`src/rtl/nbj_pc_sequencer_if.sv`:
```
// rtl/nbj_pc_sequencer_if.sv - fetch/backend/next-PC handshake bundle for nbj_pc_sequencer
// Purpose: groups the front descriptor, backend response and next-PC channels.
// Ports (all logic, no interface ports):
//   front : i_frontValid, o_frontReady, i_currentPc_32, i_validSize_5,
//           i_firstJTableEntry_8, i_jumpTarget_32
//   back  : i_backValid, o_backReady, i_type, i_correctPc_32, i_correctPcIndex_3
//   pc    : o_pcValid, i_pcReady, o_nextPc_32, o_cutPosition_8, o_clear
// Modports: slave = sequencer side, master = fetch/backend side.
interface nbj_pc_sequencer_if;
    logic        i_frontValid;
    logic        o_frontReady;
    logic [31:0] i_currentPc_32;
    logic [4:0]  i_validSize_5;
    logic [7:0]  i_firstJTableEntry_8;
    logic [31:0] i_jumpTarget_32;

    logic        i_backValid;
    logic        o_backReady;
    logic        i_type;
    logic [31:0] i_correctPc_32;
    logic [2:0]  i_correctPcIndex_3;

    logic        o_pcValid;
    logic        i_pcReady;
    logic [31:0] o_nextPc_32;
    logic [7:0]  o_cutPosition_8;
    logic        o_clear;

    modport slave (
        input  i_frontValid, i_currentPc_32, i_validSize_5, i_firstJTableEntry_8,
               i_jumpTarget_32, i_backValid, i_type, i_correctPc_32,
               i_correctPcIndex_3, i_pcReady,
        output o_frontReady, o_backReady, o_pcValid, o_nextPc_32,
               o_cutPosition_8, o_clear
    );

    modport master (
        output i_frontValid, i_currentPc_32, i_validSize_5, i_firstJTableEntry_8,
               i_jumpTarget_32, i_backValid, i_type, i_correctPc_32,
               i_correctPcIndex_3, i_pcReady,
        input  o_frontReady, o_backReady, o_pcValid, o_nextPc_32,
               o_cutPosition_8, o_clear
    );
endinterface

```
`src/rtl/nbj_pc_sequencer.sv`:
```
// rtl/nbj_pc_sequencer.sv - next-PC scheduler for the fetch stage with in-flight credit limit
// Purpose: picks the next fetch PC from backend redirect, predicted-taken jump
//   or sequential fall-through; drives next PC, cut mask and clear pulse.
// Ports:
//   clk              in  clock, rising edge
//   rst              in  synchronous active-low reset
//   bus              nbj_pc_sequencer_if.slave (front/back/next-PC channels)
//   o_redirectCnt_16 out saturating redirect counter (only with NBJ_PERF_CNT_EN)
// Configuration macro: NBJ_PERF_CNT_EN
module nbj_pc_sequencer #(
    parameter logic [31:0] RESET_PC     = 32'h0000_0000,
    parameter int          MAX_INFLIGHT = 4,
    parameter int          FLUSH_CYC    = 2
) (
    input  logic               clk,
    input  logic               rst,
`ifdef NBJ_PERF_CNT_EN
    output logic [15:0]        o_redirectCnt_16,
`endif
    nbj_pc_sequencer_if.slave  bus
);
    localparam logic [3:0] MAX_C   = 4'(MAX_INFLIGHT);
    localparam logic [2:0] FLUSH_C = 3'(FLUSH_CYC);

    typedef enum logic [1:0] {
        ST_BOOT  = 2'd0,
        ST_RUN   = 2'd1,
        ST_FLUSH = 2'd2
    } state_t;

    state_t      state_q, state_d;
    logic        pc_valid_q, pc_valid_d;
    logic [31:0] next_pc_q, next_pc_d;
    logic [7:0]  cut_q, cut_d;
    logic        clear_q, clear_d;
    logic [3:0]  credits_q, credits_d;
    logic [2:0]  flush_cnt_q, flush_cnt_d;
    logic        back_ready_q;

    logic        redirect;
    logic        ack;
    logic        out_hs;
    logic        slot_free;
    logic        front_ready;
    logic        front_fire;
    logic [7:0]  jump_cut;
    logic [7:0]  seq_cut;
    logic [7:0]  redir_cut;
    logic [31:0] seq_pc;

    // Redirects are ignored in BOOT: the reset PC has not been issued yet.
    assign redirect  = bus.i_backValid & bus.i_type & (state_q != ST_BOOT);
    assign ack       = bus.i_backValid & ~bus.i_type;
    assign out_hs    = pc_valid_q & bus.i_pcReady;
    assign slot_free = ~pc_valid_q | bus.i_pcReady;

    assign front_ready = rst & (state_q == ST_RUN) & slot_free
                       & (credits_q < MAX_C) & ~redirect;
    assign front_fire  = front_ready & bus.i_frontValid;

    // x ^ (x-1) keeps everything up to and including the lowest set bit.
    assign jump_cut = bus.i_firstJTableEntry_8 ^ (bus.i_firstJTableEntry_8 - 8'd1);
    assign seq_pc   = bus.i_currentPc_32 + {25'd0, bus.i_validSize_5, 2'b00};

    always_comb begin
        seq_cut   = '0;
        redir_cut = '0;
        for (int i = 0; i < 8; i++) begin
            seq_cut[i]   = (bus.i_validSize_5 > 5'(i));
            redir_cut[i] = (bus.i_correctPcIndex_3 >= 3'(i));
        end
    end

    always_comb begin
        state_d     = state_q;
        pc_valid_d  = pc_valid_q;
        next_pc_d   = next_pc_q;
        cut_d       = cut_q;
        clear_d     = 1'b0;
        credits_d   = credits_q;
        flush_cnt_d = flush_cnt_q;

        if (state_q == ST_BOOT) begin
            state_d    = ST_RUN;
            pc_valid_d = 1'b1;
            next_pc_d  = RESET_PC;
            cut_d      = 8'hFF;
        end else if (redirect) begin
            // Overwrites any pending PC; o_clear tells fetch it happened.
            state_d     = ST_FLUSH;
            flush_cnt_d = FLUSH_C;
            pc_valid_d  = 1'b1;
            next_pc_d   = bus.i_correctPc_32;
            cut_d       = redir_cut;
            clear_d     = 1'b1;
            credits_d   = '0;
        end else begin
            // Ack at zero credits is dropped; +1 and -1 together cancel.
            if (out_hs && !(ack && credits_q != '0)) begin
                credits_d = credits_q + 4'd1;
            end else if (!out_hs && ack && credits_q != '0) begin
                credits_d = credits_q - 4'd1;
            end

            if (front_fire) begin
                pc_valid_d = 1'b1;
                if (bus.i_firstJTableEntry_8 != '0) begin
                    next_pc_d = bus.i_jumpTarget_32;
                    cut_d     = jump_cut;
                end else begin
                    next_pc_d = seq_pc;
                    cut_d     = seq_cut;
                end
            end else if (out_hs) begin
                pc_valid_d = 1'b0;
            end

            if (state_q == ST_FLUSH) begin
                if (flush_cnt_q <= 3'd1) begin
                    state_d = ST_RUN;
                end
                flush_cnt_d = flush_cnt_q - 3'd1;
            end
        end
    end

    always_ff @(posedge clk) begin
        if (!rst) begin
            state_q      <= ST_BOOT;
            pc_valid_q   <= 1'b0;
            next_pc_q    <= RESET_PC;
            cut_q        <= '0;
            clear_q      <= 1'b0;
            credits_q    <= '0;
            flush_cnt_q  <= '0;
            back_ready_q <= 1'b0;
        end else begin
            state_q      <= state_d;
            pc_valid_q   <= pc_valid_d;
            next_pc_q    <= next_pc_d;
            cut_q        <= cut_d;
            clear_q      <= clear_d;
            credits_q    <= credits_d;
            flush_cnt_q  <= flush_cnt_d;
            back_ready_q <= 1'b1;
        end
    end

`ifdef NBJ_PERF_CNT_EN
    logic [15:0] redirect_cnt_q;

    always_ff @(posedge clk) begin
        if (!rst) begin
            redirect_cnt_q <= '0;
        end else if (redirect && redirect_cnt_q != 16'hFFFF) begin
            redirect_cnt_q <= redirect_cnt_q + 16'd1;
        end
    end

    assign o_redirectCnt_16 = redirect_cnt_q;
`endif

    assign bus.o_frontReady    = front_ready;
    assign bus.o_backReady     = back_ready_q;
    assign bus.o_pcValid       = pc_valid_q;
    assign bus.o_nextPc_32     = next_pc_q;
    assign bus.o_cutPosition_8 = cut_q;
    assign bus.o_clear         = clear_q;
endmodule
```
`src/flat_wrapper.sv`:
```
// flat-port wrapper written by rule: the top's interface ports become plain ports
module nbj_pc_sequencer_flat 
#(
    parameter logic [31:0] RESET_PC     = 32'h0000_0000,
    parameter int          MAX_INFLIGHT = 4,
    parameter int          FLUSH_CYC    = 2
)
  (clk, rst, bus_i_frontValid, bus_i_currentPc_32, bus_i_validSize_5, bus_i_firstJTableEntry_8, bus_i_jumpTarget_32, bus_i_backValid, bus_i_type, bus_i_correctPc_32, bus_i_correctPcIndex_3, bus_i_pcReady, bus_o_frontReady, bus_o_backReady, bus_o_pcValid, bus_o_nextPc_32, bus_o_cutPosition_8, bus_o_clear);
  nbj_pc_sequencer_if bus_i ();
  input  logic clk;
  input  logic rst;
  input wire logic [$bits(bus_i.i_frontValid)-1:0] bus_i_frontValid;
  input wire logic [$bits(bus_i.i_currentPc_32)-1:0] bus_i_currentPc_32;
  input wire logic [$bits(bus_i.i_validSize_5)-1:0] bus_i_validSize_5;
  input wire logic [$bits(bus_i.i_firstJTableEntry_8)-1:0] bus_i_firstJTableEntry_8;
  input wire logic [$bits(bus_i.i_jumpTarget_32)-1:0] bus_i_jumpTarget_32;
  input wire logic [$bits(bus_i.i_backValid)-1:0] bus_i_backValid;
  input wire logic [$bits(bus_i.i_type)-1:0] bus_i_type;
  input wire logic [$bits(bus_i.i_correctPc_32)-1:0] bus_i_correctPc_32;
  input wire logic [$bits(bus_i.i_correctPcIndex_3)-1:0] bus_i_correctPcIndex_3;
  input wire logic [$bits(bus_i.i_pcReady)-1:0] bus_i_pcReady;
  output wire logic [$bits(bus_i.o_frontReady)-1:0] bus_o_frontReady;
  output wire logic [$bits(bus_i.o_backReady)-1:0] bus_o_backReady;
  output wire logic [$bits(bus_i.o_pcValid)-1:0] bus_o_pcValid;
  output wire logic [$bits(bus_i.o_nextPc_32)-1:0] bus_o_nextPc_32;
  output wire logic [$bits(bus_i.o_cutPosition_8)-1:0] bus_o_cutPosition_8;
  output wire logic [$bits(bus_i.o_clear)-1:0] bus_o_clear;
  assign bus_i.i_frontValid = bus_i_frontValid;
  assign bus_i.i_currentPc_32 = bus_i_currentPc_32;
  assign bus_i.i_validSize_5 = bus_i_validSize_5;
  assign bus_i.i_firstJTableEntry_8 = bus_i_firstJTableEntry_8;
  assign bus_i.i_jumpTarget_32 = bus_i_jumpTarget_32;
  assign bus_i.i_backValid = bus_i_backValid;
  assign bus_i.i_type = bus_i_type;
  assign bus_i.i_correctPc_32 = bus_i_correctPc_32;
  assign bus_i.i_correctPcIndex_3 = bus_i_correctPcIndex_3;
  assign bus_i.i_pcReady = bus_i_pcReady;
  assign bus_o_frontReady = bus_i.o_frontReady;
  assign bus_o_backReady = bus_i.o_backReady;
  assign bus_o_pcValid = bus_i.o_pcValid;
  assign bus_o_nextPc_32 = bus_i.o_nextPc_32;
  assign bus_o_cutPosition_8 = bus_i.o_cutPosition_8;
  assign bus_o_clear = bus_i.o_clear;
  nbj_pc_sequencer #(.RESET_PC(RESET_PC), .MAX_INFLIGHT(MAX_INFLIGHT), .FLUSH_CYC(FLUSH_CYC)) u_core (.clk(clk), .rst(rst), .bus(bus_i));
endmodule
```
`config.mk`:
```
export PLATFORM = sky130hd
export DESIGN_NAME = nbj_pc_sequencer_flat
export DESIGN_NICKNAME = d
export VERILOG_FILES = /design/src/rtl/nbj_pc_sequencer_if.sv /design/src/rtl/nbj_pc_sequencer.sv /design/src/flat_wrapper.sv
export SDC_FILE = /design/constraint.sdc
export NUM_CORES = 1
export LEC_CHECK = 0
export CORE_MARGIN = 5
export CORE_UTILIZATION = 46
export CTS_CLUSTER_SIZE = 12
export DETAILED_ROUTE_END_ITERATION = 10
export PLACE_DENSITY = 0.95
export SYNTH_ARGS = -nofsm -noshare
export SYNTH_HDL_FRONTEND = slang
export SYNTH_SLANG_ARGS = --single-unit
```
`constraint.sdc`:
```
create_clock -name clk -period 4.51 [get_ports clk]
set_input_delay 0.451 -clock clk [delete_from_list [all_inputs] [get_ports clk]]
set_output_delay 0.451 -clock clk [all_outputs]
set_load 0.01 [all_outputs]
```
Word-level counts from Yosys, hierarchy flattened
Index checks and enable logic that the tools add are counted.

word-level totals
  register bits after elaboration = 52
  bits of input ports = 118
  output and inout port bits = 44
  word-level logic and storage cells = 95

cells by class
  add/subtract/negate cells = 5
  $lt $le $gt $ge = 18
  equality and inequality tests = 2
  muxes and demuxes = 22
  bitwise gates (word level) = 16
  reduce and logical (&&, ||, !) cells = 23

operators by type and width
  cell                   number
  $mux W32               3
  $add A32 B7 Y32        1
  $mux W8                4
  $gt A5 B3 Y1 const B   4
  $ge A3 B3 Y1 const B   4
  $mux W4                3
  $reduce_bool A3 Y1     4
  $gt A5 B1 Y1 const B   2
  $gt A5 B2 Y1 const B   2
  $and A1 B1 Y1          9
  $reduce_and A2 Y1      4
  $reduce_bool A2 Y1     4
  $reduce_bool A4 Y1     2
  $reduce_bool A8 Y1     1
  $sub A8 B1 Y8 const B  1
  $xor A8 B8 Y8          1
  $mux W1                7
  $ge A3 B1 Y1 const B   2
  $ge A3 B2 Y1 const B   2
  $mux W2                3
  $mux W3                2
  $not A1 Y1             5
  $add A4 B1 Y4 const B  1
  $logic_and A1 B1 Y1    4
  10 further kinds       11

Depth between registers and ports, before layout
Gate-level depths: netlist of run 1.

  word-level depth = 9
  gate-level depth with buffers = 9
  mapped depth without buffers = 9

Worst setup path after synthesis of run 1
No wires, ideal clock.

  path type = flip-flop to flip-flop
  from = register u_core.credits_q[3]
  to = register u_core.credits_q[3]
  library setup time = 0.132 ns
  data arrival time = 2.071 ns
  required time = 4.378 ns
  setup slack = 2.306 ns
  cell stages (with the launch flop) = 10
  period minus slack after synthesis = 2.204 ns
  cells stage by stage = dfxtp_1 -> or4_4 -> a31o_4 -> ha_1 -> a21o_1 -> a21oi_1 -> xnor2_1 -> o21ai_0 -> nand2_1 -> a21oi_1

on the way
  word-level cells in the longest chain between the ends = 6
  elaborated cells on any way between the ends = 12

ends and longest elaborated chain
  item                                                   line                     RTL
  from (decl)                                            nbj_pc_sequencer.sv:36   logic [3:0] credits_q, credits_d;
  from (signal assigned)                                 nbj_pc_sequencer.sv:143  credits_q <= credits_d;
  branches (longest 6 deep; another with $sub A4 B1 Y4)  --

Several ways; the timed one is not identified. The select of a mux whose other input is x is not followed.
A chain may end at the register's enable or synchronous reset.

Worst setup path in the final report of run 1
  from = input port bus_i_firstJTableEntry_8[1]
  to = register u_core.cut_q[1] (netlist: u_core.bus.o_cutPosition_8[1])

on the way
  word-level cells in the longest chain between the ends = 6
  elaborated cells on any way between the ends = 7

ends and longest elaborated chain
  item                  line                     RTL
  from (decl)           flat_wrapper.sv:15       input wire logic [$bits(bus_i.i_firstJTableEntry_8)-1:0] bus_i_firstJTableEntry_8;
  $sub A8 B1 Y8         nbj_pc_sequencer.sv:62   assign jump_cut = bus.i_firstJTableEntry_8 ^ (bus.i_firstJTableEntry_8 - 8'd1);
  $xor A8 B8 Y8         nbj_pc_sequencer.sv:62
  $mux W8 (*)           nbj_pc_sequencer.sv:107  if (bus.i_firstJTableEntry_8 != '0) begin
  $mux W8 (*)           nbj_pc_sequencer.sv:105  if (front_fire) begin
  $mux W8 (*)           nbj_pc_sequencer.sv:88   end else if (redirect) begin
  $mux W8 (*)           nbj_pc_sequencer.sv:83   if (state_q == ST_BOOT) begin
  to (signal assigned)  nbj_pc_sequencer.sv:141  cut_q <= cut_d;
  to (decl)             nbj_pc_sequencer.sv:34   logic [7:0] cut_q, cut_d;

Mark *: on every way between the ends. The rest lies on a longest branch, timed or not. The select of a mux whose other input is x is not followed.

==> summary.md, run 1 <==
| Metric | Value |
|---|---|
| Leak Pwr | `1.84 nW` |
| Starting DRT DRC Count | `383` |
| PostCTS Resize Cnt | `0` |
| Met1 Resource Use GR | `29.3%` |
| Crit. Startpoint | `bus_i_firstJTableEntry_8[1]` |
| Internal power | `0.000828 W` |
| Layout cells sized above 1 | `4.76%` |
| Worst Tran Pin Value | `0.908 ns` |
| Fin. max-slew vios | `0` |
| Via Count | `4,388` |
| Clock-pin slew on the worst setup and hold paths | `0.10 ns` |
| NetSw | `0.000395 W` |
| Hold_buf cts | `0` |
| Io pins | `162` |
| GPL Wtd Cong | `0.929` |
| Arr. time, crit path | `3.12 ns` |
| Met2 GRT Util | `47.8%` |
| NumNets Final | `738` |
| TNS Setup | `0 ns` |
| Slew margin rel. | `39.3%` |
| Design Power | `0.00122 W` |
| H-tree levels | `2` |
| CTS buffer count | `5` |
| Met3 Use GR | `5.43%` |
| Skew-Pair Late Insertion Delay | `0.31 ns` |
| CTS root buf | `clkbuf_8` |
| Synth top area share | `29.0%` |
| Number of synthesized flops with an enable pin | `0` |
| CP Cell Sequence | `clkdlybuf4s50_1, inv_1, ha_1, nor3b_1, nand2_1, o311ai_0, a41oi_1` |
| Final setup violation count | `0` |
| Total grt overflow | `0` |
| Seq/Total Area, Yosys | `29.0%` |
| Synth top area cells | `dfxtp_1, a21oi_1, nand2_1` |
| Worst slack at placement | `1.33 ns` |
| Seq pwr share | `42.0%` |
| Critical Path Start Type | `primary input` |
| Register-to-register setup slack | `2.06 ns` |
| Initial antenna violation count | `0` |
| Clk sink count | `52` |
| Clock network fraction of design power | `24.2%` |
| Netlist Area Pre-Place | `3590 µm²` |
| Die W | `98.4 µm` |
| RSZ-0062 raised after global routing | `no` |
| Post-CTS Setup Inserts | `0` |
| Synth Register Bits | `52` |
| Layout Skew | `0.00519 ns` |
| Max Cap Violations | `0` |
| Synth area leader | `dfxtp_1` |
| Drt via density | `6.17` |
| Logic pwr share | `33.9%` |
| Final number of hold-violating endpoints | `0` |
| Max Freq | `338 MHz` |
| Outcome | `finished clean` |
| Core Area | `7690 µm²` |
| DRT Pass-1 Iters | `7` |
| DRC viols | `0` |
| Crit path max fanout | `27` |
| ANT nets after route | `0` |
| Worst setup margin | `1.55 ns` |
| Sw Share | `32.3%` |
| Global-route wire length before repair | `21,400 µm` |
| Pwr/cell area | `231 nW/µm²` |
| N_diodes | `0` |
| Die area | `9680 µm²` |
| Ys Warns | `0` |
| WL per Instance | `19.4 µm` |
| Reg2reg start | `u_core.credits_q[3]$_SDFFE_PN0P_` |
| HP Class | `reg -> reg` |
| Syn Inst Count | `466` |
| CP Class | `in -> reg` |
| Largest net degree at the start of global routing | `34` |
| Post-layout min period | `2.96 ns` |
| Unique cell type count in the Yosys netlist | `65` |
| Port bufs | `161` |
| Peak supply drop | `0.000151 V` |
| Core Util, Final | `68.8%` |
| Slowest stage cell, crit path | `o311ai_0` |
| Critical Path End | `u_core.bus.o_cutPosition_8[1]$_SDFFE_PN0P_` |
| Die Ht | `98.4 µm` |
| CP peak stage delay | `0.70 ns` |
| HPWL after DPL | `10,700 µm` |
| Starting Density | `46.8%` |
| GR Util All Layers | `26.9%` |
| Core Rows | `32` |
| Crit end category | `register` |
| TritonCTS clock tree | `done` |
| Most Crowded Layer GR | `met2` |
| R2R depth | `9` |
| Main synth FF type | `dfxtp_1` |
| Syn Area/Cell | `7.71 µm²` |
| Reg-to-reg endpoint | `u_core.credits_q[3]$_SDFFE_PN0P_` |
| Net count after synthesis | `596` |
| Clock Tree Buf Depth | `2` |
| Async set-reset flop share out of synthesis | `0%` |
| Layout area overhead | `47.1%` |
| Final Cycle Share | `65.6%` |
| CP required | `4.67 ns` |
| Hold_ws | `0.461 ns` |
| Final wirelength | `13,800 µm` |
| Vias in the first global route | `4,548` |
-- worst min path at each step --
stage                                                 startpoint                                     end  slack (ns)  depth (start not counted)
after CTS                 u_core.bus.o_nextPc_32[2]$_SDFFE_PP0P_  u_core.bus.o_nextPc_32[2]$_SDFFE_PP0P_        0.46                          2
after detailed placement  u_core.bus.o_nextPc_32[2]$_SDFFE_PP0P_  u_core.bus.o_nextPc_32[2]$_SDFFE_PP0P_        0.45                          2
final                     u_core.bus.o_nextPc_32[2]$_SDFFE_PP0P_  u_core.bus.o_nextPc_32[2]$_SDFFE_PP0P_        0.46                          2
after floorplan                 u_core.credits_q[3]$_SDFFE_PN0P_        u_core.credits_q[3]$_SDFFE_PN0P_        0.46                          2
after global placement    u_core.bus.o_nextPc_32[6]$_SDFFE_PP0P_  u_core.bus.o_nextPc_32[6]$_SDFFE_PP0P_        0.45                          2
after global routing      u_core.bus.o_nextPc_32[2]$_SDFFE_PP0P_  u_core.bus.o_nextPc_32[2]$_SDFFE_PP0P_        0.49                          2
-- critical path, delay by kind of cell --
kind                       cells  cell delay (ns)
adders and majority gates      1             0.16
and+or+nand+nor                2             1.04
buffers and inverters          2             0.55
AOI/OAI and AO/OA              2             0.92
-- through the flow --
stage | instance area [µm²] | cells
final | 5290 | 711
after global routing | 5290 | 711
after CTS | 5290 | 711
after detailed placement | 5190 | 703
after global placement | 5190 | 703
after floorplan | 3590 | 466
-- kinds of logic after synthesis --
kind of cell | count (synthesis) | share of synthesized area (%)
simple gates | 173 | 24.7
compound gates | 162 | 29.8
flops | 52 | 29.0
buf+inv | 42 | 5.74
xor+xnor | 23 | 5.60
fa+ha+maj | 12 | 4.59
mux | 2 | 0.557
-- Yosys cell counts (8+ instances only) --
library cell and instances:
nand2_1 56, dfxtp_1 52, a21oi_1 42, nor2_1 38, o21ai_0 33, nand3_1 27, o211ai_1 19, inv_1 15
a22oi_1 12, clkbuf_1 12, xor2_1 12, xnor2_1 11, ha_1 10, buf_2 8
-- per-layer routing --
| metal | wire, µm | up-vias |
|---|---|---|
| met5 | 0 | - |
| met3 | 1340 | 57 |
| met2 | 6930 | 317 |
| met4 | 646 | 0 |
| met1 | 4890 | 2003 |
| li1 | - | 2011 |
-- sequential cells by signal (all words and copies together), names as in the netlist --
name,cells
u_core.bus.o_backReady,1
u_core.bus.o_clear,1
u_core.bus.o_cutPosition_8,8
u_core.bus.o_nextPc_32,32
u_core.bus.o_pcValid,1
u_core.credits_q,4
u_core.flush_cnt_q,3
u_core.state_q,2
-- power by group through the flow --
stage	sequential (W)	clock, W	combinational, W
CTS	0.000512	0.000291	0.000409
global placement	0.000521	0	0.000390
detailed placement	0.000522	0	0.000406
global route	0.000515	0.000302	0.000444
finish	0.000513	0.000296	0.000414
floorplan	0.000524	0	0.000194
-- layout by cell type, fill, tap and decap left out, drive strengths merged, types with 11 or more instances in the layout --
master and n:
xor2 12, xnor2 11, o21ai 35, nor2 40
a22oi 12, inv 16, nand3 29, a21oi 43
dfxtp 52, o211ai 20, nand2 58, clkdlybuf4s50 161
-- cell type report --
| type | count | area [µm²] |
|---|---|---|
| tap | 102 | 128 |
| fill | 595 | 2400 |
| clock buffer | 6 | 82.6 |
| clock inverter | 2 | 13.8 |
| timing repair buffer | 162 | 1620 |
| sequential | 52 | 1040 |
| inverter | 15 | 56.3 |
| multi-input combinational | 372 | 2350 |
(Power assumes the default switching activity.)
==> inputs of run 2 (changes only) <==
--- a/config.mk
+++ b/config.mk
@@ -6,10 +6,10 @@
 export NUM_CORES = 1
 export LEC_CHECK = 0
 export CORE_MARGIN = 5
-export CORE_UTILIZATION = 46
+export CORE_UTILIZATION = 38
 export CTS_CLUSTER_SIZE = 12
 export DETAILED_ROUTE_END_ITERATION = 10
-export PLACE_DENSITY = 0.95
+export PLACE_DENSITY = 0.88
 export SYNTH_ARGS = -nofsm -noshare
 export SYNTH_HDL_FRONTEND = slang
 export SYNTH_SLANG_ARGS = --single-unit
==> constraint.sdc (replaced) <==
create_clock -name clk -period 2.65 [get_ports clk]
set_input_delay 0.265 -clock clk [delete_from_list [all_inputs] [get_ports clk]]
set_output_delay 0.265 -clock clk [all_outputs]
set_load 0.01 [all_outputs]
==> run 2 against run 1 <==
  * Sequential share of layout area shrank 0.69 points
  * Worst hold slack gained 0.0066 ns
  * Core utilization shrank 9.5 points
  * Setup slack lost 1.3 ns
  * Flip-flop and latch count is the same
  * Global-route usage shrank 4.2 points
  * Largest cell class unchanged
==> summary.md, run 2 (synthesis gave the netlist of run 1 again) <==
| Metric | Value |
|---|---|
| Outcome | `finished clean` |
| Core Rows | `35 (+9.4%)` |
| Internal power | `0.00140 W (+69%)` |
| Drt via density | `5.66 (-8.4%)` |
| NetSw | `0.000665 W (+68%)` |
| Seq pwr share | `42.1% (about the same)` |
| Fin. max-slew vios | `0 (unchanged)` |
| Most frequent cells in the layout | `clkdlybuf4s50_1, nand2_1, dfxtp_1` |
| Global-route wire length before repair | `21,100 µm (-1.5%)` |
| Max Cap Violations | `0 (unchanged)` |
| PostCTS Resize Cnt | `0 (unchanged)` |
| Final Cycle Share | `89.9%` |
| Crit path max fanout | `7 (-74%)` |
| DRT Pass-1 Iters | `7 (unchanged)` |
| Reg-to-reg endpoint | `u_core.credits_q[3]$_SDFFE_PN0P_` |
| Post-layout min period | `2.38 ns` |
| N_diodes | `0 (unchanged)` |
| Die W | `107 µm (+9.0%)` |
| Worst setup margin | `0.266 ns (-1.29 ns)` |
| Pwr/cell area | `377 nW/µm² (+63%)` |
| Placed insts | `750 (+6.7%)` |
| Core Area | `9240 µm² (+20%)` |
| CTS buffer count | `5 (unchanged)` |
| Peak supply drop | `0.000243 V (+61%)` |
| Hold EP | `u_core.bus.o_nextPc_32[2]$_SDFFE_PP0P_` |
| Vias in the first global route | `4,286 (-5.8%)` |
| HPWL after DPL | `10,900 µm (+1.5%)` |
| Port bufs | `161 (unchanged)` |
| Total grt overflow | `0 (unchanged)` |
| Max FFs per register | `32 (unchanged)` |
| Final wirelength | `13,600 µm (-1.5%)` |
| Starting Density | `38.9% (-7.9 points)` |
| Slew margin rel. | `64.5% (+25 points)` |
| CTS root buf | `clkbuf_8` |
| Leak Pwr | `1.94 nW (+5.4%)` |
| Crit end category | `register` |
| Clock network fraction of design power | `23.2% (-1.0 points)` |
| Final setup violation count | `0 (unchanged)` |
| R2R depth | `9 (unchanged)` |
| Layout area overhead | `52.4%` |
| Clock-pin slew on the worst setup and hold paths | `0.10 ns (about the same)` |
| TritonCTS clock tree | `done` |
| Largest net degree at the start of global routing | `23 (-32%)` |
| NumNets Final | `758 (+2.7%)` |
| Post-CTS Setup Inserts | `0 (unchanged)` |
| RSZ-0062 raised after global routing | `no` |
| Logic pwr share | `34.7% (+0.8 points)` |
| GPL Wtd Cong | `0.901 (-3.0%)` |
| Initial antenna violation count | `0 (unchanged)` |
| CP Class | `in -> reg` |
| Skew-Pair Late Insertion Delay | `0.31 ns (about the same)` |
| Die area | `11,500 µm² (+19%)` |
| GR Util All Layers | `22.7% (-4.2 points)` |
| Arr. time, crit path | `2.58 ns (-0.54 ns)` |
| Worst Tran Pin Value | `0.526 ns (-0.382 ns)` |
| Via Count | `4,287 (-2.3%)` |
| Register-to-register setup slack | `0.27 ns (-1.79 ns)` |
| Hold_buf cts | `0 (unchanged)` |
| DRC viols | `0 (unchanged)` |
| Hold wc startpoint | `u_core.bus.o_nextPc_32[2]$_SDFFE_PP0P_` |
| ANT nets after route | `0 (unchanged)` |
| Clk sink count | `52 (unchanged)` |
| Critical Path Start Type | `primary input` |
| Final number of hold-violating endpoints | `0 (unchanged)` |
| Most common cell after layout, fill and taps aside | `clkdlybuf4s50_1` |
| Reg2reg start | `u_core.credits_q[3]$_SDFFE_PN0P_` |
| Die Ht | `107 µm (+9.0%)` |
| Starting DRT DRC Count | `234 (-39%)` |
| Sw Share | `32.2% (-0.13 points)` |
| Layout Skew | `0.0165 ns (+0.0114 ns)` |
| Layout cells sized above 1 | `7.79% (+3.0 points)` |
| HP Class | `reg -> reg` |
| H-tree levels | `2 (unchanged)` |
| Io pins | `162 (unchanged)` |
| WL per Instance | `17.9 µm (-7.6%)` |
| Hold Crit Depth | `2 (unchanged)` |
| Final non-filler cell total | `758 (+6.6%)` |
| CP required | `2.84 ns (-1.83 ns)` |
| Worst slack at placement | `-0.0364 ns (-1.37 ns)` |
| Max Freq | `420 MHz` |
| Clock Tree Buf Depth | `2 (unchanged)` |
run 2: cell types whose count changed in the layout (fill, tap and decap cells not counted):
cell | previous run | this run
buf_12 | 0 | 1
buf_4 | 1 | 20
clkinv_4 | 0 | 1
clkbuf_8 | 6 | 5
run 2: worst max-delay path: stages:
cell and delay (ns):
clkdlybuf4s50_1 0.44, ha_1 0.25, fa_1 0.44, a211oi_1 0.39
o21bai_2 0.20, nor3b_2 0.22, nand3_1 0.10, xor2_1 0.17
o211ai_1 0.10
run 2: power by group through the flow:
stage | registers (W) | logic, W | clock network, W
final | 0.000870 | 0.000717 | 0.000480
after global routing | 0.000876 | 0.000774 | 0.000525
after CTS | 0.000869 | 0.000714 | 0.000494
after detailed placement | 0.000886 | 0.000710 | 0
after global placement | 0.000884 | 0.000691 | 0
after floorplan | 0.000892 | 0.000330 | 0
run 2: how the worst max path moves through the flow:
| stage | startpoint | end | slack [ns] | cells after the start |
|---|---|---|---|---|
| after floorplan | u_core.credits_q[3]$_SDFFE_PN0P_ | u_core.credits_q[3]$_SDFFE_PN0P_ | 0.45 | 9 |
| after global placement | bus_i_validSize_5[0] | u_core.bus.o_nextPc_32[16]$_SDFFE_PP0P_ | 0.05 | 9 |
| after detailed placement | bus_i_validSize_5[0] | u_core.bus.o_nextPc_32[16]$_SDFFE_PP0P_ | -0.04 | 9 |
| after CTS | bus_i_validSize_5[0] | u_core.bus.o_nextPc_32[16]$_SDFFE_PP0P_ | 0.28 | 9 |
| after global routing | bus_i_validSize_5[0] | u_core.bus.o_nextPc_32[16]$_SDFFE_PP0P_ | 0.15 | 9 |
| final | bus_i_validSize_5[0] | u_core.bus.o_nextPc_32[16]$_SDFFE_PP0P_ | 0.27 | 9 |
run 2: per-layer routing:
metal | up-vias | track usage (%) | part of all wire, %
li1 | 2047 | - | -
met1 | 1988 | 26.6 | 39
met2 | 217 | 40.2 | 50
met3 | 35 | 4.92 | 7.5
met4 | 0 | 9.04 | 3.3
met5 | - | 0 | 0
run 2: metrics by stage:
step                      total power (W)  TNS (ns)  hold WS (ns)  util [%]  cell area (µm²)
final                             0.00207         0         0.467      59.3             5480
after global routing              0.00217         0         0.492      59.3             5480
after CTS                         0.00208         0         0.468      59.3             5480
after detailed placement          0.00160   -0.0400         0.453      58.3             5390
after global placement            0.00158         0         0.447      58.3             5390
after floorplan                   0.00122         0         0.293         -             3590
run 2: area by class of cell:
| type | count | area (µm²) |
|---|---|---|
| inverters | 15 | 56.3 |
| well taps | 129 | 161 |
| repair buffers | 182 | 1780 |
| multi-input cells | 372 | 2350 |
| clock buffers | 5 | 68.8 |
| fillers | 863 | 3760 |
| flip-flops and latches | 52 | 1040 |
| clock inverters | 3 | 22.5 |
